--- config.mk ---
export PLATFORM = sky130hd
export DESIGN_NAME = mux_sequencer
export DESIGN_NICKNAME = d
export VERILOG_FILES = /design/src/rtl/mux_sequencer.sv
export SDC_FILE = /design/constraint.sdc
export NUM_CORES = 1
export LEC_CHECK = 0
export CORE_UTILIZATION = 55
export DETAILED_ROUTE_END_ITERATION = 7
export GPL_TIMING_DRIVEN = 0
export PLACE_DENSITY = 0.87
export SYNTH_ARGS = -nofsm -noshare
export SYNTH_HDL_FRONTEND = slang
export SYNTH_SLANG_ARGS = --single-unit
export TNS_END_PERCENT = 30
--- constraint.sdc ---
create_clock -name clk -period 5 [get_ports clk]
set_input_delay 0.75 -clock clk [delete_from_list [all_inputs] [get_ports clk]]
set_output_delay 0.75 -clock clk [all_outputs]
set_load 0.005 [all_outputs]
--- src/rtl/mux_sequencer.sv ---
// Time-multiplexes a one-hot switch bank across the enabled channels: break-before-make
// guard, settle blanking, then an integration window gated to the correlator per channel.
module mux_sequencer #(
    parameter int MUX_LINES     = 8,
    parameter int DWELL_WIDTH   = 24,
    parameter int GUARD_CYCLES  = 4,
    parameter int SETTLE_CYCLES = 16
) (
    input  logic                         clk,
    input  logic                         rst_n,
    input  logic                         enable,
    input  logic [MUX_LINES-1:0]         cfg_mask,
    input  logic [DWELL_WIDTH-1:0]       cfg_dwell,
    input  logic                         cfg_load,
    input  logic                         readout_ack,
    output logic [MUX_LINES-1:0]         mux_out,
    output logic [$clog2(MUX_LINES)-1:0] mux_sel,
    output logic                         integrate,
    output logic                         frame_done,
    output logic                         busy
);

    localparam int SEL_W = $clog2(MUX_LINES);

    typedef enum logic [2:0] {
        ST_IDLE    = 3'd0,
        ST_BREAK   = 3'd1,
        ST_SETTLE  = 3'd2,
        ST_DWELL   = 3'd3,
        ST_READOUT = 3'd4
    } state_t;

    // Returns {found, index} of the first set bit strictly after sel, wrapping to 0;
    // sel itself is the last candidate so a single-bit mask maps back onto itself.
    function automatic logic [SEL_W:0] next_chan(input logic [MUX_LINES-1:0] mask,
                                                 input logic [SEL_W-1:0]     sel);
        logic [SEL_W:0]   res;
        logic [SEL_W-1:0] idx;
        res = {(SEL_W+1){1'b0}};
        for (int i = MUX_LINES; i >= 1; i--) begin
            idx = SEL_W'((int'(sel) + i) % MUX_LINES);
            if (mask[idx]) begin
                res = {1'b1, idx};
            end else begin
                res = res;
            end
        end
        return res;
    endfunction

    function automatic logic [MUX_LINES-1:0] onehot(input logic [SEL_W-1:0] sel);
        logic [MUX_LINES-1:0] one;
        one = {{(MUX_LINES-1){1'b0}}, 1'b1};
        return one << sel;
    endfunction

    state_t                 state_r, state_s;
    logic [DWELL_WIDTH-1:0] cnt_r, cnt_s;
    logic [MUX_LINES-1:0]   mask_r, pend_mask_r, eff_mask_s;
    logic [DWELL_WIDTH-1:0] dwell_r, pend_dwell_r, eff_dwell_s;
    logic                   pend_r;
    logic                   apply_s;
    logic [SEL_W:0]         nxt_s, first_s;
    logic [MUX_LINES-1:0]   mux_out_r, mux_out_s;
    logic [SEL_W-1:0]       mux_sel_r, mux_sel_s;
    logic                   integrate_r, integrate_s;
    logic                   frame_done_r, frame_done_s;
    logic                   busy_r, busy_s;

    assign first_s = next_chan(mask_r, SEL_W'(MUX_LINES - 1));
    assign nxt_s   = next_chan(eff_mask_s, mux_sel_r);

    // Effective config at a frame boundary: a load in this very cycle beats the pending buffer.
    always_comb begin
        eff_mask_s  = mask_r;
        eff_dwell_s = dwell_r;
        if (cfg_load) begin
            eff_mask_s  = cfg_mask;
            eff_dwell_s = cfg_dwell;
        end else if (pend_r) begin
            eff_mask_s  = pend_mask_r;
            eff_dwell_s = pend_dwell_r;
        end else begin
            eff_mask_s  = mask_r;
            eff_dwell_s = dwell_r;
        end
    end

    // Next-state and next-output logic; outputs are registered alongside the state.
    always_comb begin
        state_s      = state_r;
        cnt_s        = cnt_r;
        mux_sel_s    = mux_sel_r;
        mux_out_s    = mux_out_r;
        integrate_s  = 1'b0;
        frame_done_s = 1'b0;
        busy_s       = 1'b1;
        apply_s      = 1'b0;
        case (state_r)
            ST_IDLE: begin
                busy_s    = 1'b0;
                mux_out_s = {MUX_LINES{1'b0}};
                if (enable && (mask_r != {MUX_LINES{1'b0}}) && (dwell_r != {DWELL_WIDTH{1'b0}})) begin
                    state_s   = ST_BREAK;
                    mux_sel_s = first_s[SEL_W-1:0];
                    cnt_s     = {DWELL_WIDTH{1'b0}};
                    busy_s    = 1'b1;
                end else begin
                    cnt_s = {DWELL_WIDTH{1'b0}};
                end
            end
            ST_BREAK: begin
                mux_out_s = {MUX_LINES{1'b0}};
                if (cnt_r == DWELL_WIDTH'(GUARD_CYCLES - 1)) begin
                    state_s   = ST_SETTLE;
                    cnt_s     = {DWELL_WIDTH{1'b0}};
                    mux_out_s = onehot(mux_sel_r);
                end else begin
                    cnt_s = cnt_r + DWELL_WIDTH'(1);
                end
            end
            ST_SETTLE: begin
                if (cnt_r == DWELL_WIDTH'(SETTLE_CYCLES - 1)) begin
                    state_s     = ST_DWELL;
                    cnt_s       = {DWELL_WIDTH{1'b0}};
                    integrate_s = 1'b1;
                end else begin
                    cnt_s = cnt_r + DWELL_WIDTH'(1);
                end
            end
            ST_DWELL: begin
                if (cnt_r == (dwell_r - DWELL_WIDTH'(1))) begin
                    state_s      = ST_READOUT;
                    cnt_s        = {DWELL_WIDTH{1'b0}};
                    frame_done_s = 1'b1;
                end else begin
                    cnt_s       = cnt_r + DWELL_WIDTH'(1);
                    integrate_s = 1'b1;
                end
            end
            ST_READOUT: begin
                if (readout_ack) begin
                    apply_s = 1'b1;
                    cnt_s   = {DWELL_WIDTH{1'b0}};
                    if (!nxt_s[SEL_W] || (eff_dwell_s == {DWELL_WIDTH{1'b0}})) begin
                        state_s   = ST_IDLE;
                        mux_out_s = {MUX_LINES{1'b0}};
                        busy_s    = 1'b0;
                    end else if (nxt_s[SEL_W-1:0] == mux_sel_r) begin
                        state_s     = ST_DWELL;
                        integrate_s = 1'b1;
                    end else begin
                        state_s   = ST_BREAK;
                        mux_sel_s = nxt_s[SEL_W-1:0];
                        mux_out_s = {MUX_LINES{1'b0}};
                    end
                end else begin
                    state_s = ST_READOUT;
                end
            end
            default: begin
                state_s   = ST_IDLE;
                cnt_s     = {DWELL_WIDTH{1'b0}};
                mux_out_s = {MUX_LINES{1'b0}};
                busy_s    = 1'b0;
            end
        endcase
        // Abort beats everything, ack included; pending config is folded in so it is not lost.
        if ((state_r != ST_IDLE) && !enable) begin
            state_s      = ST_IDLE;
            cnt_s        = {DWELL_WIDTH{1'b0}};
            mux_sel_s    = mux_sel_r;
            mux_out_s    = {MUX_LINES{1'b0}};
            integrate_s  = 1'b0;
            frame_done_s = 1'b0;
            busy_s       = 1'b0;
            apply_s      = 1'b1;
        end else begin
            state_s = state_s;
        end
    end

    // State, counter and registered outputs.
    always_ff @(posedge clk or negedge rst_n) begin
        if (!rst_n) begin
            state_r      <= ST_IDLE;
            cnt_r        <= {DWELL_WIDTH{1'b0}};
            mux_out_r    <= {MUX_LINES{1'b0}};
            mux_sel_r    <= {SEL_W{1'b0}};
            integrate_r  <= 1'b0;
            frame_done_r <= 1'b0;
            busy_r       <= 1'b0;
        end else begin
            state_r      <= state_s;
            cnt_r        <= cnt_s;
            mux_out_r    <= mux_out_s;
            mux_sel_r    <= mux_sel_s;
            integrate_r  <= integrate_s;
            frame_done_r <= frame_done_s;
            busy_r       <= busy_s;
        end
    end

    // Shadow and pending configuration registers.
    always_ff @(posedge clk or negedge rst_n) begin
        if (!rst_n) begin
            mask_r       <= {MUX_LINES{1'b0}};
            dwell_r      <= {DWELL_WIDTH{1'b0}};
            pend_r       <= 1'b0;
            pend_mask_r  <= {MUX_LINES{1'b0}};
            pend_dwell_r <= {DWELL_WIDTH{1'b0}};
        end else if ((state_r == ST_IDLE) && cfg_load) begin
            mask_r  <= cfg_mask;
            dwell_r <= cfg_dwell;
            pend_r  <= 1'b0;
        end else if (apply_s) begin
            mask_r  <= eff_mask_s;
            dwell_r <= eff_dwell_s;
            pend_r  <= 1'b0;
        end else if (cfg_load) begin
            pend_r       <= 1'b1;
            pend_mask_r  <= cfg_mask;
            pend_dwell_r <= cfg_dwell;
        end
    end

    assign mux_out    = mux_out_r;
    assign mux_sel    = mux_sel_r;
    assign integrate  = integrate_r;
    assign frame_done = frame_done_r;
    assign busy       = busy_r;

endmodule
==> results by group <==
STA
  – Final setup violation count: 0
  – Max Freq: 0.213 GHz
  – Worst slew pin tran: 1.02 ns
  – Period utilization: 0.941
  – Max Clock Skew: 0.0146 ns
  – Min Tclk post-route: 4.70 ns
  – Final slew viol count: 0
  – RSZ-0062 raised after global routing: no
  – Final Hold Viols: 0
  – Final worst slack: 0.295 ns
  – Normalized max-slew margin: 0.314

Placed design
  – DP Wirelength: 14800 um
  – DP Area: 8260 um^2
  – Routability Congestion: 0.929
  – DP Worst Slack: 0.252 ns
  – PortBufs: 49

Finish
  – Ant. Diodes: 0
  – Fill count: 1071
  – Commonest non-fill, non-tap cell in the layout: dfrtp_1
  – Area Overhead vs Synth: 14.0%
  – Most frequent cells in the layout: dfrtp_1 (106), nor2_1 (79), nand2_1 (67), a21oi_1 (50), o21ai_0 (49)
  – Fraction of layout cells with a size suffix above 1: 0.125
  – Post-route cell area: 8580 um^2
  – Final Util: 0.645
  – Layout Nets: 947

Run status
  – Outcome: complete, no violations

Critical path
  – Worst endpoint required time: 5.27 ns
  – R2R depth: 12
  – WP data arrival: 4.97 ns
  – Setup crit end: mux_sel[2]
  – Critical path class: flip-flop to flip-flop
  – Dominant delay contributor by cell family on the critical path: multiplexers
  – WP depth: 12
  – Critical Path Source Type: flip-flop
  – Crit end category: flip-flop
  – R2r startpoint: mux_sel[1]
  – Reg-to-reg slack, setup: 0.30 ns
  – R2r endpoint: mux_sel[2]
  – Max incr delay on CP: 0.63 ns
  – CP bufs+invs: 3
  – CP cell instances: buf_1 -> inv_1 -> ha_1 -> inv_2 -> mux4_2 -> mux2i_2 -> nor2b_1 -> a41o_1 -> or2_2 -> nor3_1 -> o211a_4 -> mux2i_1
  – Max stage delay cell, worst path: mux4_2
  – Worst-path maximum fanout: 10
  – Crit path from: mux_sel[1]

GRT
  – Total congestion overflow: 0
  – Total GRT Usage: 0.301
  – Pin count of the biggest net entering global routing: 55
  – Initial antenna violation count: 0
  – First-pass GRT wire length: 33600 um
  – Number of global-route vias before repair: 6481

Route
  – Via count: 7076
  – Vias per cell: 6.54
  – Violation count after the first detailed-route iteration: 638
  – Antenna-violating nets left: 0
  – First-pass iteration count of the detailed router: 5
  – DRC: 0
  – Drt wl/cell: 18.7 um
  – WL final: 20200 um

Yosys
  – Post-synth design cell area: 7520 um^2
  – FFs w/ async S/R, synth: 1.00
  – Mean Syn Cell Area: 8.96 um^2
  – Unique masters post-synth: 83
  – Syn nets: 886
  – Post-synth EDFFs: 0
  – Top_reg_cell synth: dfrtp_1
  – Mapped Cells: 840
  – Post-synthesis register bit count: 106
  – Seq/Total Area, Yosys: 0.353
  – Warnings from Yosys: 0

Clocking
  – CTS tree: done
  – Clock latency on the worst-skew pair: 0.37 ns
  – # clock sinks: 106
  – Clock buffer count from CTS: 9
  – Reg clk slew, reported paths: 0.08 ns
  – CTS root buf: clkbuf_16
  – Cts hold-fix bufs: 0
  – Maximum clock path buffer count: 2
  – Setup bufs post-CTS: 0
  – H-tree depth: 3

Floorplanning
  – Starting Density: 0.566
  – I/O pin count: 51
  – Placeable Area: 13300 um^2
  – Die height: 119 um
  – Die Wd: 119 um
  – # rows: 42
  – Die area: 14200 um^2

Pwr
  – PwrDens: 552 nW/um^2
  – Total power: 4.73 mW
  – VDD IR max: 0.000346 V
  – Lkg Pwr: 3.26 nW

Worst hold path
  – Hold WC Path Type: input port to asynchronous set/reset pin

Job
  – Max Cap Viol: 0
cells by family after synthesis:
family / synth area share
AOI/OAI and AO/OA: 0.202
xor gates and xnor gates: 0.0394
adders and majority gates: 0.0150
buffers and inverters: 0.0439
DFF: 0.353
muxes: 0.142
and+or+nand+nor: 0.204
stage by stage:
stage               TNS, ns  hold WS [ns]  cells
finish                    0         0.428   1082
CTS                       0         0.454   1082
global route              0         0.480   1082
floorplan                 0         0.454    840
detailed placement        0         0.489   1066
global placement     -86.04         0.482   1065
cell type report:
cell class              instances  area (um^2)  area share
inverters                      18         67.6     0.00788
multi-input cells             654         4540       0.530
clock inverters                 7         88.8      0.0104
clock buffers                   9          225      0.0263
repair buffers                 50          515      0.0601
plain buffers                  62          264      0.0308
flip-flops and latches        106         2650       0.309
well taps                     176          220      0.0257
registers in the layout, indices dropped and copies added, names as in the netlist:
signal        flops
frame_done        1
mux_out           8
busy              1
integrate         1
pend_mask_r       8
pend_r            1
mux_sel           3
state_r           3
cnt_r            24
mask_r            8
pend_dwell_r     24
dwell_r          24
Yosys cell counts, drive strengths merged, types with 21 or more instances:
| cell | n | area share |
|---|---|---|
| dfrtp | 106 | 0.35 |
| nor2 | 79 | 0.039 |
| nand2 | 67 | 0.033 |
| o21ai | 61 | 0.045 |
| a21oi | 50 | 0.033 |
| mux2 | 47 | 0.072 |
| clkbuf | 41 | 0.020 |
| xnor2 | 27 | 0.032 |
| o22ai | 25 | 0.021 |
| nand3 | 23 | 0.015 |
| nor4 | 23 | 0.021 |
| buf | 21 | 0.014 |
worst reg2reg max path: cells and delay by family (launching register included):
family	cells	cell delay (ns)
buffers and inverters	3	1.02
and+or+nand+nor	3	0.70
adders and majority gates	1	0.48
muxes	3	1.33
AOI/OAI and AO/OA	2	0.52
DFF	1	0.57
timing repair:
| action | 4_1_cts | 5_1_grt |
|---|---|---|
| endpoints found under the setup margin | 0 | 3 |
| gates resized for setup | 0 | 2 |
| hold endpoints to repair | 0 | 0 |
layer usage:
metal,wire length (um),track usage
met1,8860,0.423
met2,9120,0.465
met3,1590,0.0445
met4,605,0.128
met5,0,0
where the power goes:
group / internal, mW / leakage, nW / switching, mW
sequential: 1.13 / 1.32 / 0.288
combinational: 1.11 / 1.78 / 1.47
clock: 0.361 / 0.152 / 0.379
worst min-delay path by stage:
| stage | from | end | slack, ns | depth (start not counted) |
|---|---|---|---|---|
| floorplan | rst_n | busy | 0.45 | 0 |
| global placement | pend_mask_r[3] | pend_mask_r[3] | 0.48 | 1 |
| detailed placement | pend_dwell_r[20] | pend_dwell_r[20] | 0.49 | 1 |
| CTS | rst_n | pend_dwell_r[10] | 0.45 | 1 |
| global route | rst_n | pend_dwell_r[10] | 0.48 | 1 |
| finish | rst_n | pend_dwell_r[10] | 0.43 | 1 |
Power figures use the tool's default switching activity.
